==> src/rtl/muldiv_seq_if.sv <==
// Request/response bundle between the execute stage and the RV32M sequencer.
// The master side is the execute stage; the slave side is muldiv_seq.
interface muldiv_seq_if #(
  parameter int XLEN = 32
);
  logic            req_valid;
  logic            req_ready;
  logic [2:0]      func3;
  logic [XLEN-1:0] op_a;
  logic [XLEN-1:0] op_b;
  logic            flush;
  logic            stall;
  logic            resp_valid;
  logic [XLEN-1:0] resp_data;

  modport master (
    output req_valid, func3, op_a, op_b, flush,
    input  req_ready, stall, resp_valid, resp_data
  );

  modport slave (
    input  req_valid, func3, op_a, op_b, flush,
    output req_ready, stall, resp_valid, resp_data
  );
endinterface

==> src/rtl/muldiv_seq.sv <==
// Iterative RV32M multiply/divide sequencer (shift-add multiply, restoring divide).
// Define MULDIV_FAST_MUL_EN to replace the iterative multiply with a single-cycle product.
module muldiv_seq #(
  parameter int XLEN = 32
) (
  input  logic        clk,
  input  logic        rst,
  muldiv_seq_if.slave bus
);
  typedef enum logic [1:0] {IDLE, CALC, FIX, DONE} state_t;

  state_t      state_q;
  logic        req_ready_q, stall_q, resp_valid_q;
  logic [31:0] resp_data_q;
  logic [4:0]  cnt_q;
  logic [2:0]  func3_q;
  logic [31:0] a_mag_q, b_mag_q;
  logic        neg_q;
  logic [63:0] acc_q, acc_d;

  function automatic logic [31:0] cneg32(input logic [31:0] v, input logic n);
    return n ? (~v + 32'd1) : v;
  endfunction

  function automatic logic [63:0] cneg64(input logic [63:0] v, input logic n);
    return n ? (~v + 64'd1) : v;
  endfunction

  // Operand conditioning for the request currently on the bus
  logic        accept, is_div, a_sgn, b_sgn, div_zero, div_ovf, special;
  logic [31:0] a_mag, b_mag, special_res;

  assign accept   = bus.req_valid & req_ready_q & ~bus.flush;
  assign is_div   = bus.func3[2];
  assign a_sgn    = bus.op_a[31] & (bus.func3 == 3'd1 || bus.func3 == 3'd2 ||
                                    bus.func3 == 3'd4 || bus.func3 == 3'd6);
  assign b_sgn    = bus.op_b[31] & (bus.func3 == 3'd1 || bus.func3 == 3'd4);
  assign a_mag    = cneg32(bus.op_a, a_sgn);
  assign b_mag    = cneg32(bus.op_b, b_sgn);
  assign div_zero = is_div & (bus.op_b == 32'd0);
  assign div_ovf  = (bus.func3 == 3'd4 || bus.func3 == 3'd6) &&
                    bus.op_a == 32'h8000_0000 && bus.op_b == 32'hFFFF_FFFF;

`ifdef MULDIV_FAST_MUL_EN
  logic [63:0] fast_prod;
  assign fast_prod = cneg64({32'd0, a_mag} * {32'd0, b_mag}, a_sgn ^ b_sgn);
  assign special   = div_zero | div_ovf | ~is_div;
`else
  assign special   = div_zero | div_ovf;
`endif

  always_comb begin
    special_res = 32'd0;
    if (div_zero)     special_res = bus.func3[1] ? bus.op_a : 32'hFFFF_FFFF;
    else if (div_ovf) special_res = bus.func3[1] ? 32'd0 : 32'h8000_0000;
`ifdef MULDIV_FAST_MUL_EN
    else if (!is_div) special_res = (bus.func3[1:0] == 2'd0) ? fast_prod[31:0] : fast_prod[63:32];
`endif
  end

  // One iteration: shift-add multiply step or restoring divide step
  logic [32:0] mul_sum, rem_sh;
  logic        rem_ge;
  logic [31:0] rem_sub;

  assign mul_sum = {1'b0, acc_q[63:32]} + (acc_q[0] ? {1'b0, a_mag_q} : 33'd0);
  assign rem_sh  = acc_q[63:31];
  assign rem_ge  = rem_sh >= {1'b0, b_mag_q};
  assign rem_sub = 32'(rem_sh - {1'b0, b_mag_q});

  always_comb begin
    acc_d = acc_q;
    if (func3_q[2]) acc_d = rem_ge ? {rem_sub, acc_q[30:0], 1'b1} : {acc_q[62:0], 1'b0};
    else            acc_d = {mul_sum, acc_q[31:1]};
  end

  // Sign fix-up and result select
  logic [63:0] prod_fix;
  logic [31:0] fix_res;

  assign prod_fix = cneg64(acc_q, neg_q);
  always_comb begin
    fix_res = 32'd0;
    if (func3_q[2]) fix_res = func3_q[1] ? cneg32(acc_q[63:32], neg_q) : cneg32(acc_q[31:0], neg_q);
    else            fix_res = (func3_q[1:0] == 2'd0) ? prod_fix[31:0] : prod_fix[63:32];
  end

  // Operand/working registers carry no reset; they are always loaded on accept
  always_ff @(posedge clk) begin
    if (state_q == IDLE && accept) begin
      func3_q <= bus.func3;
      a_mag_q <= a_mag;
      b_mag_q <= b_mag;
      neg_q   <= (bus.func3 == 3'd6) ? a_sgn : (a_sgn ^ b_sgn);
      acc_q   <= is_div ? {32'd0, a_mag} : {32'd0, b_mag};
    end else if (state_q == CALC) begin
      acc_q <= acc_d;
    end
  end

  always_ff @(posedge clk) begin
    if (rst) begin
      state_q      <= IDLE;
      req_ready_q  <= 1'b1;
      stall_q      <= 1'b0;
      resp_valid_q <= 1'b0;
      resp_data_q  <= 32'd0;
      cnt_q        <= 5'd0;
    end else begin
      resp_valid_q <= 1'b0;
      case (state_q)
        IDLE: begin
          if (accept) begin
            req_ready_q <= 1'b0;
            cnt_q       <= 5'd0;
            if (special) begin
              resp_data_q  <= special_res;
              resp_valid_q <= 1'b1;
              state_q      <= DONE;
            end else begin
              stall_q <= 1'b1;
              state_q <= CALC;
            end
          end
        end
        CALC: begin
          if (bus.flush) begin
            state_q     <= IDLE;
            req_ready_q <= 1'b1;
            stall_q     <= 1'b0;
            cnt_q       <= 5'd0;
          end else begin
            cnt_q <= cnt_q + 5'd1;
            if (cnt_q == 5'd31) state_q <= FIX;
          end
        end
        FIX: begin
          if (bus.flush) begin
            state_q     <= IDLE;
            req_ready_q <= 1'b1;
            stall_q     <= 1'b0;
          end else begin
            resp_data_q  <= fix_res;
            resp_valid_q <= 1'b1;
            stall_q      <= 1'b0;
            state_q      <= DONE;
          end
        end
        DONE: begin
          req_ready_q <= 1'b1;
          state_q     <= IDLE;
        end
        default: begin
          state_q     <= IDLE;
          req_ready_q <= 1'b1;
          stall_q     <= 1'b0;
        end
      endcase
    end
  end

  assign bus.req_ready  = req_ready_q;
  assign bus.stall      = stall_q;
  assign bus.resp_valid = resp_valid_q;
  assign bus.resp_data  = resp_data_q;
endmodule
==> src/flat_wrapper.sv <==
// flat-port wrapper written by rule: the top's interface ports become plain ports
module muldiv_seq_flat 
#(
  parameter int XLEN = 32
)
  (clk, rst, bus_req_valid, bus_func3, bus_op_a, bus_op_b, bus_flush, bus_req_ready, bus_stall, bus_resp_valid, bus_resp_data);
  muldiv_seq_if #(.XLEN(XLEN)) bus_i ();
  input  logic clk;
  input  logic rst;
  input wire logic [$bits(bus_i.req_valid)-1:0] bus_req_valid;
  input wire logic [$bits(bus_i.func3)-1:0] bus_func3;
  input wire logic [$bits(bus_i.op_a)-1:0] bus_op_a;
  input wire logic [$bits(bus_i.op_b)-1:0] bus_op_b;
  input wire logic [$bits(bus_i.flush)-1:0] bus_flush;
  output wire logic [$bits(bus_i.req_ready)-1:0] bus_req_ready;
  output wire logic [$bits(bus_i.stall)-1:0] bus_stall;
  output wire logic [$bits(bus_i.resp_valid)-1:0] bus_resp_valid;
  output wire logic [$bits(bus_i.resp_data)-1:0] bus_resp_data;
  assign bus_i.req_valid = bus_req_valid;
  assign bus_i.func3 = bus_func3;
  assign bus_i.op_a = bus_op_a;
  assign bus_i.op_b = bus_op_b;
  assign bus_i.flush = bus_flush;
  assign bus_req_ready = bus_i.req_ready;
  assign bus_stall = bus_i.stall;
  assign bus_resp_valid = bus_i.resp_valid;
  assign bus_resp_data = bus_i.resp_data;
  muldiv_seq #(.XLEN(XLEN)) u_core (.clk(clk), .rst(rst), .bus(bus_i));
endmodule
==> config.mk <==
export PLATFORM = sky130hd
export DESIGN_NAME = muldiv_seq_flat
export DESIGN_NICKNAME = d
export VERILOG_FILES = /design/src/rtl/muldiv_seq_if.sv /design/src/rtl/muldiv_seq.sv /design/src/flat_wrapper.sv
export SDC_FILE = /design/constraint.sdc
export NUM_CORES = 1
export LEC_CHECK = 0
export ABC_AREA = 1
export BUFFER_PORTS_ARGS = -buffer_cell sky130_fd_sc_hd__buf_4
export CORE_MARGIN = 3
export CORE_UTILIZATION = 30
export CTS_BUF_LIST = sky130_fd_sc_hd__clkbuf_2 sky130_fd_sc_hd__clkbuf_4 sky130_fd_sc_hd__clkbuf_8
export DETAILED_ROUTE_END_ITERATION = 8
export GPL_ROUTABILITY_DRIVEN = 1
export HOLD_SLACK_MARGIN = 0.06
export PLACE_DENSITY_LB_ADDON = 0.3
export SKIP_LAST_GASP = 1
export SLEW_MARGIN = 20
export SYNTH_ARGS = -nofsm -noshare
export SYNTH_HDL_FRONTEND = slang
export SYNTH_SLANG_ARGS = --single-unit
==> constraint.sdc <==
create_clock -name clk -period 5.1 [get_ports clk]
set_input_delay 0.765 -clock clk [delete_from_list [all_inputs] [get_ports clk]]
set_output_delay 0.765 -clock clk [all_outputs]
set_load 0.01 [all_outputs]
Yosys cells after proc, flatten, opt, wreduce, memory -nomap -nowiden

Index checks and enable logic that the tools add are counted.

Add/sub/neg operators: 8
Magnitude comparators: 1
Equality and inequality tests: 17
Multiplexer cells: 43
Bitwise gates (word level): 13
Reduce and logical (&&, ||, !) cells: 21

Operators by type and width:

| cell                  | number |
|---|---|
| $mux 32               | 16 |
| $mux 64               | 5 |
| $add 32x1->32 const B | 4 |
| $not 32->32           | 4 |
| $add 64x1->64 const B | 1 |
| $eq 32x32->1 const B  | 2 |
| $not 64->64           | 1 |
| $pmux 32 s2           | 1 |
| $add 32x32->33        | 1 |
| $ge 33x32->1          | 1 |
| $logic_not 32->1      | 1 |
| $sub 32x32->32        | 1 |
| $mux 2                | 5 |
| $mux 5                | 2 |
| $pmux 5 s2            | 1 |
| $mux 1                | 9 |
| $pmux 2 s4            | 1 |
| $reduce_and 4->1      | 2 |
| $eq 3x3->1 const B    | 2 |
| $ne 2x1->1 const B    | 3 |
| $ne 2x2->1 const B    | 3 |
| $pmux 1 s3            | 2 |
| $reduce_and 2->1      | 3 |
| $reduce_bool 2->1     | 3 |
| 17 further kinds      | 29 |

Register bits after elaboration: 174
Bits of input ports: 71
Output and inout bits: 35
Word-level logic and storage cells: 114

Logic depth before layout (Yosys ltp)

Depth after elaboration: 9
Depth in mapped cells: 20
Mapped depth without buffers: 18

Worst setup path before layout

Ideal clock, no wire load.

Kind: in2reg
Start: in bus_flush
End: reg u_core.acc_q[4], data pin
Setup time: 0.361 ns
Arrival time: 3.462 ns
Data required time: 4.739 ns
Path slack: 1.277 ns
Stages on the path: 5
Buffers on the path: 1
Cells stage by stage: inv_1 -> nand3_1 -> nor2_1 -> clkbuf_1 -> o22ai_1

Word-level cells in the longest chain between the ends: 4

Ends and longest elaborated chain:

| element              | line               | source |
|---|---|---|
| start, declared      | flat_wrapper.sv:14 | `input wire logic [$bits(bus_i.flush)-1:0] bus_flush;` |
| $not 1->1            | muldiv_seq.sv:33   | `assign accept = bus.req_valid & req_ready_q & ~bus.flush;` |
| $and 1x1->1          | muldiv_seq.sv:33   |  |
| $logic_and 1x1->1    | muldiv_seq.sv:90   | `if (state_q == IDLE && accept) begin` |
| $mux 64              | muldiv_seq.sv:90   |  |
| end signal, assigned | muldiv_seq.sv:95   | `acc_q <= is_div ? {32'd0, a_mag} : {32'd0, b_mag};` |
| end, declared        | muldiv_seq.sv:19   | `logic [63:0] acc_q, acc_d;` |

No other way between the ends.
A chain may end at the register's enable or synchronous reset.

Worst setup path in the final report

Start: reg u_core.acc_q[33]
End: reg u_core.acc_q[49], data pin

Word-level cells in the longest chain between the ends: 5
Elaborated cells on any way between the ends: 7
Classes of those cells: add/sub (2); order compare (1); mux (4)

Ends and longest elaborated chain:

| element                                               | line                               | source |
|---|---|---|
| $sub 32x32->32 / $ge 33x32->1 (equally long branches) | muldiv_seq.sv:69, muldiv_seq.sv:68 |  |
| $mux 64                                               | muldiv_seq.sv:73                   | `if (func3_q[2]) acc_d = rem_ge ? {rem_sub, acc_q[30:0], 1'b1} : {acc_q[62:0], 1'b0};` |
| $mux 64 (*)                                           | muldiv_seq.sv:73                   |  |
| $mux 64 (*)                                           | muldiv_seq.sv:96                   | `end else if (state_q == CALC) begin` |
| $mux 64 (*)                                           | muldiv_seq.sv:90                   |  |

Mark *: on every way between the ends. The rest lies on a longest branch, timed or not. The select of a mux whose other input is x is not followed.

==> metrics.txt <==
status finished clean; minimum clock period after layout 3.63 ns; antenna violations before repair 4; met1 wire length between 30 and 40 mm; worst hold start bus_op_a[0]; cell row count 89; FFs w/ async S/R, synth 0; Seq. cell area about 0.0048 mm²; worst-skew pair later-pin latency 0.51 ns; Slew @ Worst Pin 1.06 ns; total wire length ~80 mm; Via-to-Cell Ratio 5.34; slowest stage delay, CP 0.62 ns; critical-path cell list ha_1 -> a21oi_1 -> nand2_1 -> nand2_1 -> nand2_1 -> nand2_1 -> nand2_1 -> nand2_1 -> nand3_1 -> nand2_1 -> nand2_1 -> buf_4 -> nand3_1 -> nand3_1 -> nand2_1 -> inv_1; max cap viols 0; Met3 Routed Length 6.51 mm; # IOs about 110; clk_skew 0.0260 ns; clock share of power 0.090; max layer used met5; DR WL/cell 20.7 µm; H-tree levels 4; crit-path leading delay family simple AND/OR/NAND/NOR gates; Congestion Overflow GR 0; most frequent cells in the layout 927 x nand2_1, 376 x inv_1, 363 x nor2_1, 326 x nand3_1, 217 x o21ai_0; total number of vias 20500; Data required, critical path between 5 and 6 ns; fin nets about 3200; die area roughly 0.063 mm²; fillers 6745; switching part of the total 0.576; yosys warns 0; Crit Path Class register to register; Final Util 0.337; syn_area_per_cell between 6 and 7 µm²; Total GRT Usage 0.243; flop and latch count out of synthesis 174; WP data arrival 3.89 ns; register area share after synthesis 0.265; Setup TNS Final 0 ns; FMAX 276 MHz; die height around 250 µm; Worst Hold Class input pin to register; Num CTS Buffers 17; worst hold margin 0.464 ns; TritonCTS clock tree yes; Worst Setup End Kind register; post-detailed-placement half-perimeter wirelength 64.0 mm; max_slew headroom 0.290; Setup crit start kind register; Die Wd 252 µm; final worst-path cycle share 0.712; Core Area 0.0595 mm²; layout cell share with drive strength beyond 1 0.0657; first-pass GRT wire length about 120 mm; DRC Markers 0; Worst VDD drop between 0.3 and 0.4 mV; clock tree buffer depth 2; net load switching power 6.75 mW; slowest cell on the critical path edfxtp_1; Initial Util 0.305; register share of total power 0.268; hold buffer count at CTS 0; Final Hold Fails 0; worst r2r src u_core.acc_q[33]; largest net degree at the start of global routing about 170; GPL Wtd Cong 1.03; Antenna Cells 0; Leak Pwr 9.67 nW; clk root buf clkbuf_8; DR pass1 iterations 6; WHS Endpoint u_core.a_mag_q[0]; CP Buf/Inv Count 2; number of synthesized flops with an enable pin between 100 and 150; pwr dens ~580 mW/mm²; Pwr Total 11.7 mW; most common flop cell mapped by yosys edfxtp_1; Post-CTS Setup Inserts 0; area occupied by multi-input gates 0.0115 mm²; Post-Syn Area 0.0181 mm²; met2 WL 36.5 mm; P_int around 5.0 mW; Distinct cells, synth 48; vias in the first global route 18600; Hold Path Depth 1; Final ANT Viol Nets 0; Post-Syn Nets 3162; clock sink count 174; Area Growth Syn to Fin 10.5%; critical path fanouts, max 25; Reg2Reg Depth 16; commonest non-fill, non-tap cell in the layout nand2_1; Post-Syn Instances roughly 3000; Port Buffer Count 105; final setup fails 0; Reg2Reg Setup Slack approximately 1.5 ns; RSZ-0062 raised after global routing false; end of the worst register-to-register path u_core.acc_q[49]; CP most frequent cell nand2_1; Iter 0 DRT Violations 2590; Final Slew Violations 0; cts repair resizes 0; clock slew at reported path FFs 0.11 ns; Comb pwr share 0.643
## cell usage after synthesis, drive strengths merged, types with 10 or more instances
cell	instances	area [µm²]
a21oi	181	947
buf	35	210
clkbuf	62	233
dfxtp	42	841
edfxtp	132	3960
ha	74	926
inv	381	1430
nand2	933	3530
nand3	328	1650
nand3b	10	75.1
nand4	58	363
nor2	371	1440
nor3	29	150
o21ai	226	1130
or2	10	62.6
xor2	85	744
## cells by family after synthesis
| logic type | after synthesis | synth area share |
|---|---|---|
| AND/OR/NAND/NOR | 1746 | 0.404 |
| AO/OA/AOI/OAI | 448 | 0.131 |
| buffers and inverters | 481 | 0.104 |
| flip-flops | 174 | 0.265 |
| adder cells (fa/ha/maj) | 76 | 0.0532 |
| XOR/XNOR | 90 | 0.0434 |
## flip-flops by register name, summed over array words and instances, names as in the netlist
signal                 flops
u_core.a_mag_q            32
u_core.acc_q              64
u_core.b_mag_q            32
u_core.bus.req_ready       1
u_core.bus.resp_data      32
u_core.bus.resp_valid      1
u_core.bus.stall           1
u_core.cnt_q               5
u_core.func3_q             3
u_core.neg_q               1
u_core.state_q             2
## final cells by class
type / count / area share
Clock buffer: 17 / 0.0117
Clock inverter: 15 / 0.00824
Inverter: 384 / 0.0720
Multi-Input combinational cell: 2360 / 0.572
Sequential cell: 174 / 0.240
Tap cell: 773 / 0.0483
Timing Repair Buffer: 125 / 0.0481
## worst max-delay path by stage
stage	startpoint	endpoint	slack, ns	cells past startpoint
after detailed placement	bus_func3[2]	u_core.bus.resp_data[1]	1.52	11
final	u_core.acc_q[33]	u_core.acc_q[49]	1.47	16
after CTS	u_core.acc_q[33]	u_core.acc_q[49]	1.54	16
after floorplan	bus_flush	u_core.acc_q[4]	1.28	5
after global routing	u_core.acc_q[33]	u_core.acc_q[49]	1.05	16
after global placement	bus_func3[2]	u_core.bus.resp_data[1]	1.52	11
## stage by stage
step | instances | instance area, µm² | setup slack [ns]
6_report | 3848 | 20000 | 1.47
5_1_grt | 3848 | 20000 | 1.05
4_1_cts | 3848 | 20000 | 1.54
3_5_place_dp | 3816 | 19600 | 1.52
3_3_place_gp | 3816 | 19600 | 1.52
2_1_floorplan | 3015 | 18100 | 1.28
## power by group through the flow
stage | clock, mW | combinational (mW) | sequential (mW)
floorplan | 0 | 5.05 | 2.70
global placement | 0 | 7.37 | 3.14
detailed placement | 0 | 7.33 | 3.15
CTS | 1.05 | 7.38 | 3.12
global route | 1.11 | 8.33 | 3.14
finish | 1.05 | 7.53 | 3.14
## per-layer routing
layer / global-route usage / vias up
li1: - / 9911
met1: 0.323 / 9439
met2: 0.400 / 1014
met3: 0.0292 / 164
met4: 0.103 / 8
met5: 0 / -
No activity file was read; power rests on OpenSTA's default activity.
